==> config.mk <==
export PLATFORM = sky130hd
export DESIGN_NAME = mem_copy_engine
export DESIGN_NICKNAME = d
export VERILOG_FILES = /design/src/rtl/mem_copy_engine_pkg.sv /design/src/rtl/mem_copy_checksum.sv /design/src/rtl/mem_copy_engine.sv
export SDC_FILE = /design/constraint.sdc
export NUM_CORES = 1
export LEC_CHECK = 0
export ABC_AREA = 1
export CORE_UTILIZATION = 35
export CTS_CLUSTER_SIZE = 28
export DETAILED_ROUTE_END_ITERATION = 12
export DONT_BUFFER_PORTS = 1
export MAX_ROUTING_LAYER = met4
export PLACE_DENSITY_LB_ADDON = 0.3
export SLEW_MARGIN = 20
export SYNTH_ARGS = -nofsm -noshare
export SYNTH_HDL_FRONTEND = slang
export SYNTH_HIERARCHICAL = 1
export SYNTH_SLANG_ARGS = --single-unit
==> constraint.sdc <==
create_clock -name clk -period 5.72 [get_ports clk]
set_input_delay 0.572 -clock clk [delete_from_list [all_inputs] [get_ports clk]]
set_output_delay 0.572 -clock clk [all_outputs]
set_load 0.02 [all_outputs]
==> src/rtl/mem_copy_engine_pkg.sv <==
// Shared definitions for the memory copy engine: FSM state encoding and word geometry.
package mem_copy_engine_pkg;

    typedef enum logic [1:0] {
        StIdle  = 2'd0,
        StRead  = 2'd1,
        StWrite = 2'd2,
        StDone  = 2'd3
    } state_e;

    localparam logic [31:0] WORD_BYTES = 32'd4;

    // Word-aligns a byte address by clearing the two byte-offset bits.
    function automatic logic [31:0] align_word(input logic [31:0] addr);
        return addr & ~32'h3;
    endfunction

endpackage

==> src/rtl/mem_copy_checksum.sv <==
// Running 32-bit additive checksum over the words written by the copy engine.
module mem_copy_checksum
    import mem_copy_engine_pkg::*;
(
    input  logic        clk,
    input  logic        reset,
    input  logic        clear,
    input  logic        enable,
    input  logic [31:0] data,
    output logic [31:0] sum
);

    logic [31:0] sum_q;

    always_ff @(posedge clk or posedge reset) begin
        if (reset) begin
            sum_q <= '0;
        end else if (clear) begin
            sum_q <= '0;
        end else if (enable) begin
            sum_q <= sum_q + data;
        end
    end

    assign sum = sum_q;

endmodule

==> src/rtl/mem_copy_engine.sv <==
// Block copy engine driving the single-port data memory: one READ then one WRITE cycle per word.
// Optional checksum output and accumulator are built when MEM_COPY_CHECKSUM_EN is defined.
module mem_copy_engine
    import mem_copy_engine_pkg::*;
#(
    parameter int unsigned LEN_W = 11
) (
    input  logic             clk,
    input  logic             reset,
    input  logic             start,
    input  logic [31:0]      src_addr,
    input  logic [31:0]      dst_addr,
    input  logic [LEN_W-1:0] len,
    output logic             busy,
    output logic             done,
    output logic             mem_write,
    output logic [31:0]      mem_address,
    output logic [31:0]      mem_write_data,
    input  logic [31:0]      mem_read_data
`ifdef MEM_COPY_CHECKSUM_EN
    ,
    output logic [31:0]      checksum
`endif
);

    state_e           state_q, state_d;
    logic [31:0]      src_ptr_q, src_ptr_d;
    logic [31:0]      dst_ptr_q, dst_ptr_d;
    logic [LEN_W-1:0] remaining_q, remaining_d;
    logic [31:0]      data_buf_q, data_buf_d;

    always_ff @(posedge clk or posedge reset) begin
        if (reset) begin
            state_q     <= StIdle;
            src_ptr_q   <= '0;
            dst_ptr_q   <= '0;
            remaining_q <= '0;
            data_buf_q  <= '0;
        end else begin
            state_q     <= state_d;
            src_ptr_q   <= src_ptr_d;
            dst_ptr_q   <= dst_ptr_d;
            remaining_q <= remaining_d;
            data_buf_q  <= data_buf_d;
        end
    end

    always_comb begin
        state_d        = state_q;
        src_ptr_d      = src_ptr_q;
        dst_ptr_d      = dst_ptr_q;
        remaining_d    = remaining_q;
        data_buf_d     = data_buf_q;
        busy           = 1'b0;
        done           = 1'b0;
        mem_write      = 1'b0;
        mem_address    = '0;
        mem_write_data = '0;

        unique case (state_q)
            StIdle: begin
                if (start) begin
                    src_ptr_d   = align_word(src_addr);
                    dst_ptr_d   = align_word(dst_addr);
                    remaining_d = len;
                    state_d     = (len == '0) ? StDone : StRead;
                end
            end
            StRead: begin
                busy        = 1'b1;
                mem_address = src_ptr_q;
                data_buf_d  = mem_read_data;
                state_d     = StWrite;
            end
            StWrite: begin
                busy           = 1'b1;
                mem_write      = 1'b1;
                mem_address    = dst_ptr_q;
                mem_write_data = data_buf_q;
                // Pointers wrap modulo 2^32 through plain 32-bit addition.
                src_ptr_d      = src_ptr_q + WORD_BYTES;
                dst_ptr_d      = dst_ptr_q + WORD_BYTES;
                remaining_d    = remaining_q - LEN_W'(1);
                state_d        = (remaining_q == LEN_W'(1)) ? StDone : StRead;
            end
            StDone: begin
                done    = 1'b1;
                state_d = StIdle;
            end
            default: begin
                state_d = StIdle;
            end
        endcase
    end

`ifdef MEM_COPY_CHECKSUM_EN
    mem_copy_checksum u_checksum (
        .clk    (clk),
        .reset  (reset),
        .clear  ((state_q == StIdle) && start),
        .enable (state_q == StWrite),
        .data   (data_buf_q),
        .sum    (checksum)
    );
`endif

endmodule

==> results.sh, run 1 <==
export IMPL_crit_type="register to output port"
export IMPL_clock_path_buffers=2
export IMPL_startpoint="state_q[0]$_DFFE_PP0P_"
export IMPL_synth_edf_count=0
export IMPL_setup_viol=0
export IMPL_ff_latch_area_mm2=0.002628
export IMPL_num_rows=53
export IMPL_start_util_pct=35.90
export IMPL_wirelength_um=22690
export IMPL_nNetsFinal=1303
export IMPL_cp_end_kind="output port"
export IMPL_setup_ws_ps=2306
export IMPL_finalWorstPathRequiredPeriod_ps=3414
export IMPL_fp_dieH_um=149.3
export IMPL_syn_inst=1221
export IMPL_hold_violations=0
export IMPL_syn_area_mm2=0.007594
export IMPL_drtIter0Drc=427
export IMPL_ys_ff_latch=105
export IMPL_slowest_stage="ha_4"
export IMPL_cp_start_kind="register"
export IMPL_io_buffer_count=0
export IMPL_relSlewSlack_pct=34.70
export IMPL_crit_fanout=80
export IMPL_final_cell_mix="456 x nand2_1, 155 x inv_1, 130 x nor2_1"
export IMPL_arrival_ps=2840
export IMPL_clock_sinks=105
export IMPL_tightestPinTransition_ps=979.5
export IMPL_ant_nets=0
export IMPL_dr_pass1_iters=5
export IMPL_grt_pass1_wl_um=35840
export IMPL_die_w_um=149.3
export IMPL_rrSetupSlack_ps=2720
export IMPL_synth_cell_type_count=40
export IMPL_grt_antenna_before_repair=0
export IMPL_antenna_cells=0
export IMPL_h_tree_depth=3
export IMPL_rsz0062_at_grt="false"
export IMPL_worst_r2r_cell_count=10
export IMPL_post_cts_setup_buffers=0
export IMPL_cts_resized=0
export IMPL_avgSynthCellArea_um2=6.219
export IMPL_die_area_mm2=0.02229
export IMPL_dp_hpwl_um=16370
export IMPL_finalMaxSlewViolations=0
export IMPL_gp_congestion=0.9105
export IMPL_path_clk_slew_ps=80
export IMPL_ys_flop_type="dfrtp_1"
export IMPL_core_area_mm2=0.02115
export IMPL_status="complete, no violations"
export IMPL_overflow=0
export IMPL_post_route_drc_count=0
export IMPL_grt_pass1_vias=6776
export IMPL_dpl_worst_slack_ps=2682
export IMPL_num_io_pins=177
export IMPL_required_ps=5150
export IMPL_vias=7254
export IMPL_drv_cap=0
export IMPL_syn2layout_area_growth_pct=6.130
export IMPL_placed_cell_area_mm2=0.007761
export IMPL_p_leak_nw=4.138
export IMPL_drive_gt1_share_pct=6.471
export IMPL_fin_crit_sh_pct=59.69
export IMPL_avgViaCountPerCell=4.952
export IMPL_timing_fmax_ghz=0.2929
export IMPL_cts_buffers=9
export IMPL_tns_ps=0
export IMPL_fillers=2332
export IMPL_cpPeakStageDelay_ps=800
export IMPL_ir_drop_v=0.0001358
export IMPL_r2r_start="state_q[0]$_DFFE_PP0P_"
export IMPL_finalClockSkew_ps=10.73
export IMPL_path_cells="inv_1 > ha_4 > buf_4 > buf_4 > nand2_1 > inv_1"
export IMPL_ys_seq_area_share_pct=34.60
export IMPL_p_per_area_mw_per_mm2=179.5
export IMPL_synthArstFlopShare_pct=100.0
export IMPL_hold_class="input pin to async pin"
export IMPL_multi_input_area_mm2=0.004126
export IMPL_final_common_cell="nand2_1"
export IMPL_yosys_warnings=6
export IMPL_cts_root_buf="clkbuf_16"
export IMPL_cts_hold_buffers=0
export IMPL_design_area_mm2=0.008059
export IMPL_cts_tree="done"
export IMPL_clock_latency_ps=360
export IMPL_grtUsageTotal_pct=21.26
export IMPL_grt_max_degree=83
export IMPL_post_drt_wl_per_cell_um=15.49
## area by class of cell
type / instances / area share, %
multi-input combinational: 900 / 51.20
tap: 275 / 4.270
clock buffer: 10 / 2.841
inverter: 162 / 7.576
timing repair buffer: 7 / 0.6521
sequential: 105 / 32.60
clock inverter: 6 / 0.8539
## metrics by stage
step | utilization (%) | instances | power, mW | hold WS [ps]
6_report | 38.10 | 1465 | 1.447 | 270.1
5_1_grt | 38.10 | 1465 | 1.501 | 322.6
3_5_place_dp | 36.69 | 1449 | 0.8162 | 458.3
2_1_floorplan | - | 1222 | 0.8050 | 441.7
3_3_place_gp | 36.69 | 1449 | 0.8146 | 453.1
4_1_cts | 38.10 | 1465 | 1.466 | 315.6
## synthesized netlist by cell type, types with 6 or more instances
cell type,count,area (um2)
nand3_1,50,250.2
ha_1,8,100.1
nor2_2,9,56.30
or2_2,8,50.05
buf_2,26,130.1
o211ai_1,6,45.04
o22ai_1,6,37.54
nand2_1,456,1712
nor2_1,130,488.0
nor2_4,8,90.09
nand4_1,24,150.1
a21oi_1,94,470.5
clkbuf_1,22,82.58
dfrtp_1,105,2628
nand2_2,9,56.30
inv_1,157,589.3
o21ai_0,47,235.2
o21ai_1,10,50.05
## worst max-delay path: cells and delay by family, from the launching register on
kind,cells,cell delay (ps)
and+or+nand+nor,1,100
buffers and inverters,4,1140
adders and majority gates,1,800
DFF,1,410
## power by group
part           internal (mW)  total, mW  switching, mW  leakage (nW)
combinational         0.0115     0.0404         0.0289          2.76
sequential             0.753      0.759        0.00587          1.24
clock                  0.341      0.647          0.306         0.131
## sequential cells by signal, summed over array words and instances (netlist names)
register and cells:
src_ptr_q 30, dst_ptr_q 30, remaining_q 11, data_buf_q 32
state_q 2
## per-layer routing
layer  up-vias  part of all wire [%]  GRT usage [%]
met5         -                     0              -
met4         0                   2.8          7.500
met3        36                   5.7          4.343
met2       169                    46          33.26
met1      3324                    45          27.13
li1       3725                     -              -
## final timing paths
kind,endpoint
worst max register to register,src_ptr_q[20]$_DFFE_PP0P_
worst min register to register,data_buf_q[7]$_DFFE_PP0N_
worst max-delay path,mem_write_data[14]
min in group clk,data_buf_q[13]$_DFFE_PP0N_
worst min-delay path,dst_ptr_q[26]$_DFFE_PP0P_
max in group asynchronous,dst_ptr_q[25]$_DFFE_PP0P_
## kinds of logic after synthesis
kind of cell               share of synthesized area, %
buffers and inverters                             11.40
xor gates and xnor gates                         0.2307
and+or+nand+nor                                   40.04
adders and majority gates                         1.318
AOI/OAI and AO/OA                                 12.36
DFF                                               34.60
other                                           0.04938
Note: power is estimated with default switching activity, not from simulation.
==> inputs of run 2 (changes only) <==
- clock period: 5.72 -> 3.4 ns (I/O delays scaled with it)
==> run 2 against run 1 <==
  * Largest cell class unchanged
  * Sequential share of layout area shrank 0.31 points
  * Largest power group unchanged
  * Setup slack lost 1700 ps
  * Highest routed layer unchanged
  * Final area grew 0.95%
  * Critical path depth shrank 2
  * Utilization grew 0.36 points
  * Power grew 68%
  * Via count grew 1.5%
  * Sequential power grew 69%
  * Combinational power grew 74%
  * Flip-flop and latch count is the same
==> results.sh, run 2 (synthesis gave the netlist of run 1 again) <==
export IMPL_status="complete, no violations"
export IMPL_dp_hpwl_um=16840
export IMPL_cp_end_kind="output port"
export IMPL_num_rows=53
export IMPL_placed_cell_area_mm2=0.007834
export IMPL_crit_type="register to output port"
export IMPL_tightestPinTransition_ps=971.1
export IMPL_seqPwrFrac_pct=52.6
export IMPL_vias=7360
export IMPL_grtUsageTotal_pct=21.22
export IMPL_setup_viol=0
export IMPL_p_int_mw=1.840
export IMPL_crit_fanout=30
export IMPL_grt_antenna_before_repair=1
export IMPL_cp_start_kind="register"
export IMPL_path_clk_slew_ps=80
export IMPL_p_per_area_mw_per_mm2=298.4
export IMPL_core_area_mm2=0.02115
export IMPL_timing_fmax_ghz=0.3543
export IMPL_cts_resized=0
export IMPL_p_leak_nw=4.202
export IMPL_finalClockSkew_ps=12.80
export IMPL_p_sw_uw=587.6
export IMPL_rsz0062_at_grt="false"
export IMPL_reg_top3="data_buf_q x32, dst_ptr_q x30, src_ptr_q x30"
export IMPL_cts_root_buf="clkbuf_16"
export IMPL_largest_register="data_buf_q"
export IMPL_final_cell_mix="456 x nand2_1, 155 x inv_1, 130 x nor2_1"
export IMPL_arrival_ps=2480
export IMPL_cts_hold_buffers=0
export IMPL_drtIter0Drc=617
export IMPL_grt_pass1_wl_um=35880
export IMPL_start_util_pct=35.90
export IMPL_drv_cap=0
export IMPL_ir_drop_v=0.0002815
export IMPL_num_io_pins=177
export IMPL_largest_register_ffs=32
export IMPL_io_buffer_count=0
export IMPL_final_common_cell="nand2_1"
export IMPL_finalWorstPathRequiredPeriod_ps=2823
export IMPL_dr_pass1_iters=6
export IMPL_clock_power_share_pct=44.5
export IMPL_fp_dieH_um=149.3
export IMPL_fin_crit_sh_pct=83.02
export IMPL_die_area_mm2=0.02229
export IMPL_tns_ps=0
export IMPL_syn2layout_area_growth_pct=7.135
export IMPL_clock_latency_ps=360
export IMPL_cts_tree="done"
export IMPL_cts_buffers=9
export IMPL_design_area_mm2=0.008135
export IMPL_relSlewSlack_pct=35.19
export IMPL_ant_nets=0
export IMPL_postLayoutCoreUtil_pct=38.46
export IMPL_die_w_um=149.3
export IMPL_drive_gt1_share_pct=7.179
export IMPL_post_drt_wl_per_cell_um=15.39
export IMPL_finalMaxSlewViolations=0
export IMPL_clock_sinks=105
export IMPL_hold_class="input pin to async pin"
export IMPL_nNetsFinal=1311
export IMPL_grt_pass1_vias=6806
export IMPL_post_cts_setup_buffers=0
export IMPL_post_route_drc_count=0
export IMPL_required_ps=3060
export IMPL_wirelength_um=22690
export IMPL_hold_violations=0
export IMPL_avgViaCountPerCell=4.993
export IMPL_grt_max_degree=67
export IMPL_gp_congestion=0.9041
export IMPL_combPwrFrac_pct=2.9
export IMPL_overflow=0
export IMPL_h_tree_depth=3
export IMPL_netSwitchingFraction_pct=24.21
export IMPL_clock_path_buffers=2
[run 2: cell types whose count changed in the layout (fill, tap and decap cells not counted)]
cell        before  now
buf_4            7   14
clkinvlp_4       4    0
clkbuf_8         0    2
inv_6            0    2
buf_12           0    1
bufinv_16        1    0
clkbuf_1         1    0
clkinv_4         1    2
diode_2          0    1
inv_8            0    1
[run 2: critical path, stage by stage (launching register included)]
cell	delay, ps
dfrtp_1	450
inv_1	100
ha_1	410
inv_1	450
a21oi_1	700
[run 2: path summary, 6_finish.rpt]
kind,from,to,depth (start not counted),slack (ps)
min in group clk,mem_read_data[13],data_buf_q[13]$_DFFE_PP0N_,2,90
min,reset,dst_ptr_q[22]$_DFFE_PP0P_,1,30
max reg2reg,state_q[0]$_DFFE_PP0P_,dst_ptr_q[5]$_DFFE_PP0P_,7,1180
max,state_q[1]$_DFFE_PP0P_,mem_address[14],4,580
min reg2reg,data_buf_q[1]$_DFFE_PP0N_,data_buf_q[1]$_DFFE_PP0N_,2,470
max in group asynchronous,reset,data_buf_q[1]$_DFFE_PP0N_,2,2570
[run 2: final cells by class]
type	count	area, um2
fillers	2306	13020
multi-input cells	900	4126
flip-flops and latches	105	2628
inverters	162	610.6
well taps	275	344.1
clock buffers	11	252.7
repair buffers	15	125.1
clock inverters	5	46.29
diodes	1	2.502
[run 2: layer usage]
metal	global-route usage, %	wire length (um)	up-vias
met5	-	0	-
met4	9.490	852	0
met3	4.801	1378	45
met2	32.35	10400	184
met1	26.73	10060	3378
li1	-	-	3753
[run 2: power by group through the flow]
stage / Clock, mW / Combinational, mW / Sequential, mW
after CTS: 1.10 / 0.0736 / 1.28
after floorplan: 0 / 0.0548 / 1.30
final: 1.08 / 0.0703 / 1.28
after global placement: 0 / 0.0723 / 1.30
after global routing: 1.15 / 0.0839 / 1.28
after detailed placement: 0 / 0.0734 / 1.30
[run 2: per-stage QoR]
step | total power, mW | setup slack (ps) | instances | hold slack (ps)
after floorplan | 1.354 | 299.5 | 1222 | 441.7
after global placement | 1.373 | 1024 | 1457 | 453.6
after detailed placement | 1.375 | 972.8 | 1457 | 458.0
after CTS | 2.454 | 586.9 | 1473 | 79.34
after global routing | 2.515 | 500.9 | 1474 | 83.62
final | 2.427 | 577.4 | 1474 | 33.31
==> inputs of run 3 (changes only) <==
- clock period: 3.4 -> 2.8 ns (I/O delays scaled with it)
==> run 3 against run 2 <==
  * Utilization up 0.85 points
  * Worst hold slack better by 0.54 ps
  * Combinational power up 27%
  * Final cell count up 1.2%
  * Non-clock buffer count up 19
  * Critical path type unchanged
  * Power up 22%
  * Global-route usage down 0.12 points
  * Largest cell class unchanged
  * Clock-buffer cell count down 1
  * Highest routed layer unchanged
==> results.sh, run 3 (synthesis gave the netlist of run 1 again) <==
export IMPL_status="complete, no violations"
export IMPL_rsz0062_at_grt="true"
export IMPL_arrival_ps=2390
export IMPL_tns_ps=0
export IMPL_dp_cells=1475
export IMPL_crit_type="register to output port"
export IMPL_holdPathStages=2
export IMPL_grtUsageTotal_pct=21.11
export IMPL_io_buffer_count=0
export IMPL_crit_fanout=30
export IMPL_final_cell_mix="456 x nand2_1, 156 x inv_1, 130 x nor2_1"
export IMPL_dpl_worst_slack_ps=485.8
export IMPL_ant_nets=0
export IMPL_post_route_drc_count=0
export IMPL_avgViaCountPerCell=4.991
export IMPL_timing_fmax_ghz=0.3745
export IMPL_antenna_cells=0
export IMPL_path_clk_slew_ps=80
export IMPL_worst_r2r_cell_count=12
export IMPL_clock_sinks=105
export IMPL_final_common_cell="nand2_1"
export IMPL_p_leak_nw=4.295
export IMPL_fp_dieH_um=149.3
export IMPL_clock_latency_ps=360
export IMPL_finalWorstPathRequiredPeriod_ps=2670
export IMPL_fillers=2296
export IMPL_grt_antenna_before_repair=0
export IMPL_cts_root_buf="clkbuf_16"
export IMPL_relSlewSlack_pct=37.12
export IMPL_largest_register="data_buf_q"
export IMPL_grt_pass1_wl_um=35850
export IMPL_tightestPinTransition_ps=942.1
export IMPL_start_util_pct=35.90
export IMPL_cts_tree="done"
export IMPL_die_area_mm2=0.02229
export IMPL_grt_pass1_vias=6751
export IMPL_reg_top3="data_buf_q x32, dst_ptr_q x30, src_ptr_q x30"
export IMPL_syn2layout_area_growth_pct=9.491
export IMPL_cts_buffers=9
export IMPL_die_w_um=149.3
export IMPL_required_ps=2520
export IMPL_h_tree_depth=3
export IMPL_fin_crit_sh_pct=95.36
export IMPL_largest_register_ffs=32
export IMPL_p_per_area_mw_per_mm2=356.3
export IMPL_nNetsFinal=1330
export IMPL_cp_start_kind="register"
export IMPL_gp_congestion=0.8776
export IMPL_vias=7447
export IMPL_num_io_pins=177
export IMPL_dp_hpwl_um=16510
export IMPL_ir_drop_v=0.0002647
export IMPL_cts_resized=0
export IMPL_drv_cap=0
export IMPL_cp_end_kind="output port"
export IMPL_post_cts_setup_buffers=0
export IMPL_post_drt_wl_per_cell_um=15.19
export IMPL_num_rows=53
export IMPL_dr_pass1_iters=6
export IMPL_finalNonFillerCells=1492
export IMPL_grt_max_degree=90
export IMPL_setup_viol=0
export IMPL_drtIter0Drc=572
export IMPL_wirelength_um=22660
export IMPL_clock_path_buffers=2
export IMPL_setup_ws_ps=130.0
export IMPL_drive_gt1_share_pct=8.381
export IMPL_finalMaxSlewViolations=0
export IMPL_hold_violations=0
export IMPL_overflow=0
export IMPL_hold_class="input pin to register"
export IMPL_core_area_mm2=0.02115
export IMPL_finalClockSkew_ps=8.130
[run 3: cell types whose count changed in the layout (fill, tap and decap cells not counted), moves of 2 or more]
cell / change
buf_12: +3
buf_4: +15
clkbuf_8: -2
clkinvlp_4: +3
[run 3: worst paths after layout]
kind	from	endpoint	slack, ps
setup / recovery	state_q[0]$_DFFE_PP0P_	mem_address[19]	130
hold / removal	mem_read_data[13]	data_buf_q[13]$_DFFE_PP0N_	30
max in group asynchronous	reset	dst_ptr_q[18]$_DFFE_PP0P_	1570
hold reg to reg	data_buf_q[0]$_DFFE_PP0N_	data_buf_q[0]$_DFFE_PP0N_	470
min in group asynchronous	reset	dst_ptr_q[22]$_DFFE_PP0P_	530
setup reg to reg	state_q[0]$_DFFE_PP0P_	dst_ptr_q[31]$_DFFE_PP0P_	620
[run 3: worst max-delay path, cell delays in order, from the launching register on]
cell and delay [ps]:
dfrtp_1 410, inv_1 120, ha_1 410, inv_1 720
a21oi_1 150, buf_4 220
[run 3: per-stage QoR]
step / instance area (um2) / utilization [%] / total power [mW] / hold WS, ps
global route: 8314 / 39.30 / 3.069 / 23.98
global placement: 8008 / 37.85 / 1.669 / 329.3
detailed placement: 8008 / 37.85 / 1.671 / 320.8
finish: 8314 / 39.30 / 2.962 / 33.85
floorplan: 7601 / - / 1.645 / 392.4
CTS: 8314 / 39.30 / 3.000 / 24.99
[run 3: repair_timing]
action / 4_1_cts / 5_1_grt
endpoints found under the setup margin: 0 / 5
hold endpoints to repair: 26 / 0
hold buffers: 1 / 0
[run 3: power by group]
part	internal (mW)	switching, mW	total, mW	leakage [nW]
Combinational	0.0283	0.0608	0.0891	2.91
Clock	0.699	0.625	1.32	0.139
Sequential	1.54	0.0115	1.55	1.24
Total	2.27	0.697	2.96	4.30
[run 3: routing by layer]
layer / up-vias / share of wire, % / track usage (%)
li1: 3784 / - / -
met5: - / 0 / -
met1: 3470 / 44 / 26.49
met2: 171 / 48 / 33.72
met4: 0 / 1.9 / 6.531
met3: 22 / 5.6 / 4.648
[run 3: area by class of cell]
| cell class | instances | area (um2) | share of cell area, % |
|---|---|---|---|
| multi-input cells | 900 | 4126 | 49.63 |
| well taps | 275 | 344.1 | 4.138 |
| clock buffers | 10 | 229.0 | 2.754 |
| inverters | 162 | 611.8 | 7.359 |
| repair buffers | 34 | 307.8 | 3.702 |
| clock inverters | 6 | 67.56 | 0.8126 |
| flip-flops and latches | 105 | 2628 | 31.60 |
